===== config.mk =====
export PLATFORM = sky130hd
export DESIGN_NAME = code_entry_engine_flat
export DESIGN_NICKNAME = d
export VERILOG_FILES = /design/src/rtl/keylock_pkg.sv /design/src/rtl/code_entry_engine_if.sv /design/src/rtl/lockout_timer.sv /design/src/rtl/code_entry_engine.sv /design/src/flat_wrapper.sv
export SDC_FILE = /design/constraint.sdc
export NUM_CORES = 1
export LEC_CHECK = 0
export ABC_AREA = 0
export BUFFER_PORTS_ARGS = -buffer_cell sky130_fd_sc_hd__buf_2
export CORE_MARGIN = 1
export CORE_UTILIZATION = 40
export CTS_CLUSTER_DIAMETER = 40
export DETAILED_ROUTE_END_ITERATION = 8
export PLACE_DENSITY = 0.69
export RECOVER_POWER = 50
export SLEW_MARGIN = 15
export SYNTH_ARGS = -nofsm -noshare
export SYNTH_HDL_FRONTEND = slang
export SYNTH_SLANG_ARGS = --single-unit

===== constraint.sdc =====
create_clock -name clk -period 2 [get_ports clk]
set_clock_uncertainty 0.2 [all_clocks]
set_input_delay 0 -clock clk [delete_from_list [all_inputs] [get_ports clk]]
set_output_delay 0 -clock clk [all_outputs]
set_load 0.02 [all_outputs]

===== src/rtl/keylock_pkg.sv =====
// rtl/keylock_pkg.sv - shared keylock constants, code type, engine state enum and key classifier
package keylock_pkg;
    localparam int CODE_DIGITS = 4;

    localparam logic [3:0] KEY_CANCEL = 4'd7;
    localparam logic [3:0] KEY_REPRO  = 4'd8;
    localparam logic [3:0] KEY_LOCK   = 4'd9;

    typedef logic [4*CODE_DIGITS-1:0] code_t;

    typedef enum logic [1:0] {
        ST_IDLE,
        ST_COLLECT,
        ST_CONFIRM,
        ST_LOCKOUT
    } eng_state_t;

    function automatic logic is_cmd(input logic [3:0] key);
        return (key == KEY_CANCEL) || (key == KEY_REPRO) || (key == KEY_LOCK);
    endfunction
endpackage


===== src/rtl/code_entry_engine_if.sv =====
// rtl/code_entry_engine_if.sv - keypad strobe, controller phase inputs and match qualifier outputs
interface code_entry_engine_if;
    logic       rdy;
    logic [3:0] keypress;
    logic       CheckPC;
    logic       CheckValidUC;
    logic       LOCKING;
    logic       Chillin;
    logic       matchPC;
    logic       matchUC;
    logic       ValidNewUC;
    logic [2:0] digit_count;
    logic       locked_out;

    modport master (
        output rdy, keypress, CheckPC, CheckValidUC, LOCKING, Chillin,
        input  matchPC, matchUC, ValidNewUC, digit_count, locked_out
    );

    modport slave (
        input  rdy, keypress, CheckPC, CheckValidUC, LOCKING, Chillin,
        output matchPC, matchUC, ValidNewUC, digit_count, locked_out
    );
endinterface


===== src/rtl/lockout_timer.sv =====
// rtl/lockout_timer.sv - lockout down-counter; start loads CYCLES, busy while nonzero, last on final cycle
module lockout_timer #(
    parameter int CYCLES = 50_000_000
) (
    input  logic clk,
    input  logic resetN,
    input  logic i_start,
    output logic o_busy,
    output logic o_last
);
    localparam int W = $clog2(CYCLES + 1);

    logic [W-1:0] r_cnt;

    always_ff @(posedge clk or negedge resetN) begin
        if (!resetN) begin
            r_cnt <= '0;
        end else if (i_start) begin
            r_cnt <= W'(CYCLES);
        end else if (r_cnt != '0) begin
            r_cnt <= r_cnt - W'(1);
        end
    end

    assign o_busy = (r_cnt != '0);
    assign o_last = (r_cnt == W'(1));
endmodule


===== src/rtl/code_entry_engine.sv =====
// rtl/code_entry_engine.sv - keypad entry buffer, user-code store, match qualifiers; lockout under KEYLOCK_LOCKOUT_EN
module code_entry_engine #(
    parameter int                       CODE_DIGITS    = 4,
    parameter logic [4*CODE_DIGITS-1:0] PC_VALUE       = 16'h1234,
    parameter logic [4*CODE_DIGITS-1:0] UC_RESET       = 16'h0000,
    parameter int                       LOCKOUT_CYCLES = 50_000_000
) (
    input  logic               clk,
    input  logic               resetN,
    code_entry_engine_if.slave bus
);
    import keylock_pkg::*;

    localparam logic [2:0] FULL_CNT = 3'(CODE_DIGITS);
    localparam logic [2:0] SAT_CNT  = 3'(CODE_DIGITS + 1);

    typedef logic [4*CODE_DIGITS-1:0] word_t;

    word_t      r_buf;
    word_t      r_cand;
    word_t      r_uc;
    logic [2:0] r_count;
    logic       r_chillin_d;
    eng_state_t r_state;
    eng_state_t w_next;

    logic w_active, w_key, w_digit, w_enter, w_lock_blk, w_full, w_cand_valid;
    logic w_match_pc, w_match_uc, w_valid_new, w_accept, w_cancel, w_commit;

    assign w_active = bus.CheckPC | bus.CheckValidUC | bus.LOCKING;
    assign w_key    = bus.rdy & w_active;
    assign w_enter  = w_key & is_cmd(bus.keypress);
    assign w_digit  = w_key & ~is_cmd(bus.keypress) & ~w_lock_blk;

    // Every qualifier depends on registered state only; the controller samples them in the enter-key cycle.
    assign w_full       = (r_count == FULL_CNT) & ~w_lock_blk;
    assign w_cand_valid = (r_state == ST_CONFIRM);
    assign w_match_pc   = w_full & (r_buf == PC_VALUE);
    assign w_match_uc   = w_full & (r_buf == r_uc);
    assign w_valid_new  = w_full & (~w_cand_valid | (r_buf == r_cand));

    assign w_accept = w_enter & (bus.keypress == KEY_REPRO) & bus.CheckValidUC
                    & w_valid_new & (r_state == ST_COLLECT);
    assign w_cancel = w_enter & (bus.keypress == KEY_CANCEL) & bus.CheckValidUC;
    assign w_commit = bus.Chillin & ~r_chillin_d & w_cand_valid;

`ifdef KEYLOCK_LOCKOUT_EN
    logic [1:0] r_fails;
    logic       w_fail, w_success, w_trip, w_timer_busy, w_timer_last;

    assign w_fail = w_enter & (r_state != ST_LOCKOUT)
                  & (((bus.keypress == KEY_LOCK) & bus.LOCKING & ~w_match_uc)
                   | ((bus.keypress == KEY_REPRO) & bus.CheckPC & ~w_match_pc));
    assign w_success = w_enter
                  & (((bus.keypress == KEY_LOCK) & bus.LOCKING & w_match_uc)
                   | ((bus.keypress == KEY_REPRO) & bus.CheckPC & w_match_pc));
    assign w_trip = w_fail & (r_fails == 2'd2);

    always_ff @(posedge clk or negedge resetN) begin
        if (!resetN) begin
            r_fails <= 2'd0;
        end else if (w_trip || w_success) begin
            r_fails <= 2'd0;
        end else if (w_fail) begin
            r_fails <= r_fails + 2'd1;
        end
    end

    lockout_timer #(.CYCLES(LOCKOUT_CYCLES)) u_lockout_timer (
        .clk     (clk),
        .resetN  (resetN),
        .i_start (w_trip),
        .o_busy  (w_timer_busy),
        .o_last  (w_timer_last)
    );

    assign w_lock_blk = (r_state == ST_LOCKOUT) & w_timer_busy;
`else
    logic w_unused_lockout_cfg;
    assign w_unused_lockout_cfg = (LOCKOUT_CYCLES != 0);
    assign w_lock_blk = 1'b0;
`endif

    always_ff @(posedge clk or negedge resetN) begin
        if (!resetN) begin
            r_state <= ST_IDLE;
        end else begin
            r_state <= w_next;
        end
    end

    always_comb begin
        w_next = r_state;
        case (r_state)
            ST_IDLE:    if (w_active) w_next = ST_COLLECT;
            ST_COLLECT: begin
                if (!w_active)     w_next = ST_IDLE;
                else if (w_accept) w_next = ST_CONFIRM;
            end
            ST_CONFIRM: begin
                if (!w_active || w_commit) w_next = ST_IDLE;
                else if (w_cancel)         w_next = ST_COLLECT;
            end
`ifdef KEYLOCK_LOCKOUT_EN
            ST_LOCKOUT: if (w_timer_last || !w_timer_busy) w_next = ST_IDLE;
`endif
            default:    w_next = ST_IDLE;
        endcase
`ifdef KEYLOCK_LOCKOUT_EN
        if (w_trip) w_next = ST_LOCKOUT;
`endif
    end

    // Commit samples the candidate flag before the same edge drops it on leaving CONFIRM.
    always_ff @(posedge clk or negedge resetN) begin
        if (!resetN) begin
            r_buf       <= '0;
            r_count     <= 3'd0;
            r_cand      <= '0;
            r_uc        <= UC_RESET;
            r_chillin_d <= 1'b0;
        end else begin
            r_chillin_d <= bus.Chillin;
            if (!w_active || w_enter) begin
                r_buf   <= '0;
                r_count <= 3'd0;
            end else if (w_digit && (r_count != SAT_CNT)) begin
                r_buf   <= {r_buf[4*CODE_DIGITS-5:0], bus.keypress};
                r_count <= r_count + 3'd1;
            end
            if (w_accept) r_cand <= r_buf;
            if (w_commit) r_uc   <= r_cand;
        end
    end

    assign bus.matchPC     = w_match_pc;
    assign bus.matchUC     = w_match_uc;
    assign bus.ValidNewUC  = w_valid_new;
    assign bus.digit_count = r_count;
    assign bus.locked_out  = w_lock_blk;
endmodule


===== src/flat_wrapper.sv =====
// flat-port wrapper written by rule: the top's interface ports become plain ports
module code_entry_engine_flat import keylock_pkg::*;
#(
    parameter int                       CODE_DIGITS    = 4,
    parameter logic [4*CODE_DIGITS-1:0] PC_VALUE       = 16'h1234,
    parameter logic [4*CODE_DIGITS-1:0] UC_RESET       = 16'h0000,
    parameter int                       LOCKOUT_CYCLES = 50_000_000
)
  (clk, resetN, bus_rdy, bus_keypress, bus_CheckPC, bus_CheckValidUC, bus_LOCKING, bus_Chillin, bus_matchPC, bus_matchUC, bus_ValidNewUC, bus_digit_count, bus_locked_out);
  code_entry_engine_if bus_i ();
  input  logic clk;
  input  logic resetN;
  input wire logic [$bits(bus_i.rdy)-1:0] bus_rdy;
  input wire logic [$bits(bus_i.keypress)-1:0] bus_keypress;
  input wire logic [$bits(bus_i.CheckPC)-1:0] bus_CheckPC;
  input wire logic [$bits(bus_i.CheckValidUC)-1:0] bus_CheckValidUC;
  input wire logic [$bits(bus_i.LOCKING)-1:0] bus_LOCKING;
  input wire logic [$bits(bus_i.Chillin)-1:0] bus_Chillin;
  output wire logic [$bits(bus_i.matchPC)-1:0] bus_matchPC;
  output wire logic [$bits(bus_i.matchUC)-1:0] bus_matchUC;
  output wire logic [$bits(bus_i.ValidNewUC)-1:0] bus_ValidNewUC;
  output wire logic [$bits(bus_i.digit_count)-1:0] bus_digit_count;
  output wire logic [$bits(bus_i.locked_out)-1:0] bus_locked_out;
  assign bus_i.rdy = bus_rdy;
  assign bus_i.keypress = bus_keypress;
  assign bus_i.CheckPC = bus_CheckPC;
  assign bus_i.CheckValidUC = bus_CheckValidUC;
  assign bus_i.LOCKING = bus_LOCKING;
  assign bus_i.Chillin = bus_Chillin;
  assign bus_matchPC = bus_i.matchPC;
  assign bus_matchUC = bus_i.matchUC;
  assign bus_ValidNewUC = bus_i.ValidNewUC;
  assign bus_digit_count = bus_i.digit_count;
  assign bus_locked_out = bus_i.locked_out;
  code_entry_engine #(.CODE_DIGITS(CODE_DIGITS), .PC_VALUE(PC_VALUE), .UC_RESET(UC_RESET), .LOCKOUT_CYCLES(LOCKOUT_CYCLES)) u_core (.clk(clk), .resetN(resetN), .bus(bus_i));
endmodule

==> qor.yml <==
slowest_stage: "dfrtp_1"
clock.fmax_mhz: 497
ys_seq_area_share_pct: 51.5
grt_pass1_vias: 1677
place.gp.congestion: 0.811
hold_class: "primary input to register"
hold_slack_ps: 59.4
synth.top_cells.by_count: "dfrtp_1, xor2_1, mux2_2, a22o_2"
final_nets: 259
insertion_delay_ps: 310
overflow: 0
cts_root_buffer: "clkbuf_8"
synth-edff-count: 0
finalWirelength_mm: 5.60
synth.area.top_cells: "dfrtp_1, xor2_1, mux2_2"
cpLargestDelayFamily: "simple AND/OR/NAND/NOR gates"
cts_buffers: 5
fin_ws_ps: -11.2
clock_sinks: 54
slew_headroom_pct: 8.81
cts_tree: "built"
vdd_drop_max_v: 0.000598
final.period_utilization_pct: 101
ys_warn_count: 0
tightest_slew_ps: 1370
clkTransAtPathRegs_ps: 100
cp.arrival_ps: 1810
ant_nets: 0
final_period_minus_worst_setup_slack_ps: 2010
synth_cells: 192
cp.required_ps: 1800
drtIter0Drc: 58
holdPathStages: 4
num_vias: 1704
synth_top_area_share_pct: 51.5
mappedNetlistArea_um2: 2630
hold_viol_final: 0
syn_to_final_growth_pct: 27.9
first_pass_iters: 4
drive_gt1_share_pct: 54.5
grtUsageTotal_pct: 16.0
antennaDiodeCount: 0
cp_cell_sequence: "buf_6 -> xor2_4 -> nor4_4 -> nand4_1 -> a31oi_1 -> buf_2"
viasPerCell: 5.28
slew_violations: 0
endpoint_kind: "output pin"
drt-wirelength-per-cell_um: 17.3
rsz0062_at_grt: "yes"
p_leak_nw: 1.72
powerDensity_nw_per_um2: 820
drcViolationCount: 0
status: "finished, violations left"
clockBufferDepth: 2
dp.final_hpwl_mm: 3.36
grt_pass1_wl_mm: 8.58
cp_max_fo: 3
start_util_pct: 41.4
r2r_cells: 7
finalSetupViolCount: 1
async_flop_share_pct: 100
rows: 29
grt_max_degree: 55
yosys.area.top_type: "dfrtp_1"
die_area_um2: 6890
path_class: "register to output pin"
synth.avg_cell_area_um2: 13.7
synth.most_common_cell: "dfrtp_1"
hold_path_end: "u_core.r_state[1]$_DFFE_PN0P_"
grt_antenna_before_repair: 0
core_um2: 6350
synth_nets: 206
die_w_um: 83.0
ys_ff_latch: 54
utilization_pct: 52.9
r2r-end: "u_core.r_cand[11]$_DFFE_PN0P_"
cap_violations: 0
io_pins: 18
htreeDepth: 2
violations: "negative setup slack"
worst_r2r_startpoint: "u_core.bus.digit_count[1]$_DFFE_PN0P_"
start_kind: "register"
r2r_setup_slack_ps: 40
port_buffers: 16
max_stage_delay_ps: 400
synthDistinctLibCells: 38
dieHeight_um: 83.0
hold_path.startpoint: "bus_keypress[2]"
critPathBufInv: 2
synth-main-ff-cell: "dfrtp_1"
-- metal layers --
metal / up-vias / wire length (um) / GRT usage, %
met3: 12 / 145 / 3.08
li1: 798 / - / -
met1: 865 / 2620 / 22.4
met5: - / 0 / 0
met2: 29 / 2730 / 24.9
met4: 0 / 112 / 5.49
-- layout make-up --
type | count | area [um2]
tap | 77 | 96.3
clock buffer | 6 | 72.6
timing repair buffer | 54 | 442
clock inverter | 2 | 37.5
inverter | 3 | 11.3
sequential | 54 | 1370
fill | 514 | 2990
multi-input combinational | 127 | 1330
-- cell usage in the layout (no fill, tap or decap), types with 3 or more instances in the layout --
master and n:
nand4_1 3, clkbuf_8 5, mux2_2 17, nor4_1 4, a22o_2 16, buf_2 14, nor4_2 3, xor2_1 30
mux2_4 16, dfrtp_1 39, nor2_1 3, dlygate4sd3_1 11, buf_4 22, dfrtp_2 15
-- repair_timing --
item,CTS,global route
gates resized for setup,16,27
setup buffers,7,8
pin swaps,9,10
cloned,0,1
endpoints found under the hold margin,62,1
hold buffers,11,1
setup endpoints to repair,3,20
-- kinds of logic after synthesis --
| logic type | count (synthesis) | synth area share, % |
|---|---|---|
| AO/OA/AOI/OAI | 24 | 8.62 |
| AND/OR/NAND/NOR | 34 | 9.15 |
| XOR/XNOR | 32 | 10.7 |
| adder cells (fa/ha/maj) | 3 | 1.43 |
| other | 1 | 0.143 |
| multiplexers | 33 | 15.4 |
| flip-flops | 54 | 51.5 |
| buffers and inverters | 11 | 3.10 |
-- power by group --
group | total (mW) | switching (mW) | internal, mW
logic | 0.713 | 0.343 | 0.370
registers | 1.31 | 0.121 | 1.19
clock network | 0.734 | 0.360 | 0.374
-- state kept, by name (all words and copies together), names as in the netlist --
signal	count
u_core.bus.digit_count	3
u_core.r_cand	16
u_core.r_buf	16
u_core.r_uc	16
u_core.r_chillin_d	1
u_core.r_state	2
-- worst register-to-register path, cell delays in order (launching register included) --
cell,delay (ps)
dfrtp_2,420
inv_2,80
ha_4,130
nand2_2,40
and3b_2,240
nor2b_4,230
clkbuf_16,210
mux2_4,300
-- worst max-delay path by stage --
stage | from | to | slack, ps | cells after the start
after floorplan | u_core.bus.digit_count[0]$_DFFE_PN0P_ | u_core.r_cand[10]$_DFFE_PN0P_ | 7 | 8
after detailed placement | u_core.bus.digit_count[1]$_DFFE_PN0P_ | u_core.r_cand[5]$_DFFE_PN0P_ | 70 | 7
after global routing | u_core.r_buf[8]$_DFFE_PN0P_ | bus_ValidNewUC | -90 | 5
final | u_core.r_buf[14]$_DFFE_PN0P_ | bus_ValidNewUC | -10 | 6
after global placement | u_core.bus.digit_count[1]$_DFFE_PN0P_ | u_core.r_cand[4]$_DFFE_PN0P_ | 100 | 7
after CTS | u_core.r_buf[13]$_DFFE_PN0P_ | bus_ValidNewUC | -40 | 6
-- through the flow --
step | instance area, um2 | TNS [ps] | std cells | worst slack [ps] | power [mW]
floorplan | 2630 | 0 | 192 | 7.04 | 1.63
global placement | 2840 | 0 | 288 | 105 | 1.83
detailed placement | 2840 | 0 | 288 | 65.9 | 1.84
CTS | 3180 | -41.1 | 314 | -41.1 | 2.66
global route | 3360 | -554 | 323 | -89.4 | 2.89
finish | 3360 | -11.2 | 323 | -11.2 | 2.75
No activity file was read; power rests on OpenSTA's default activity.
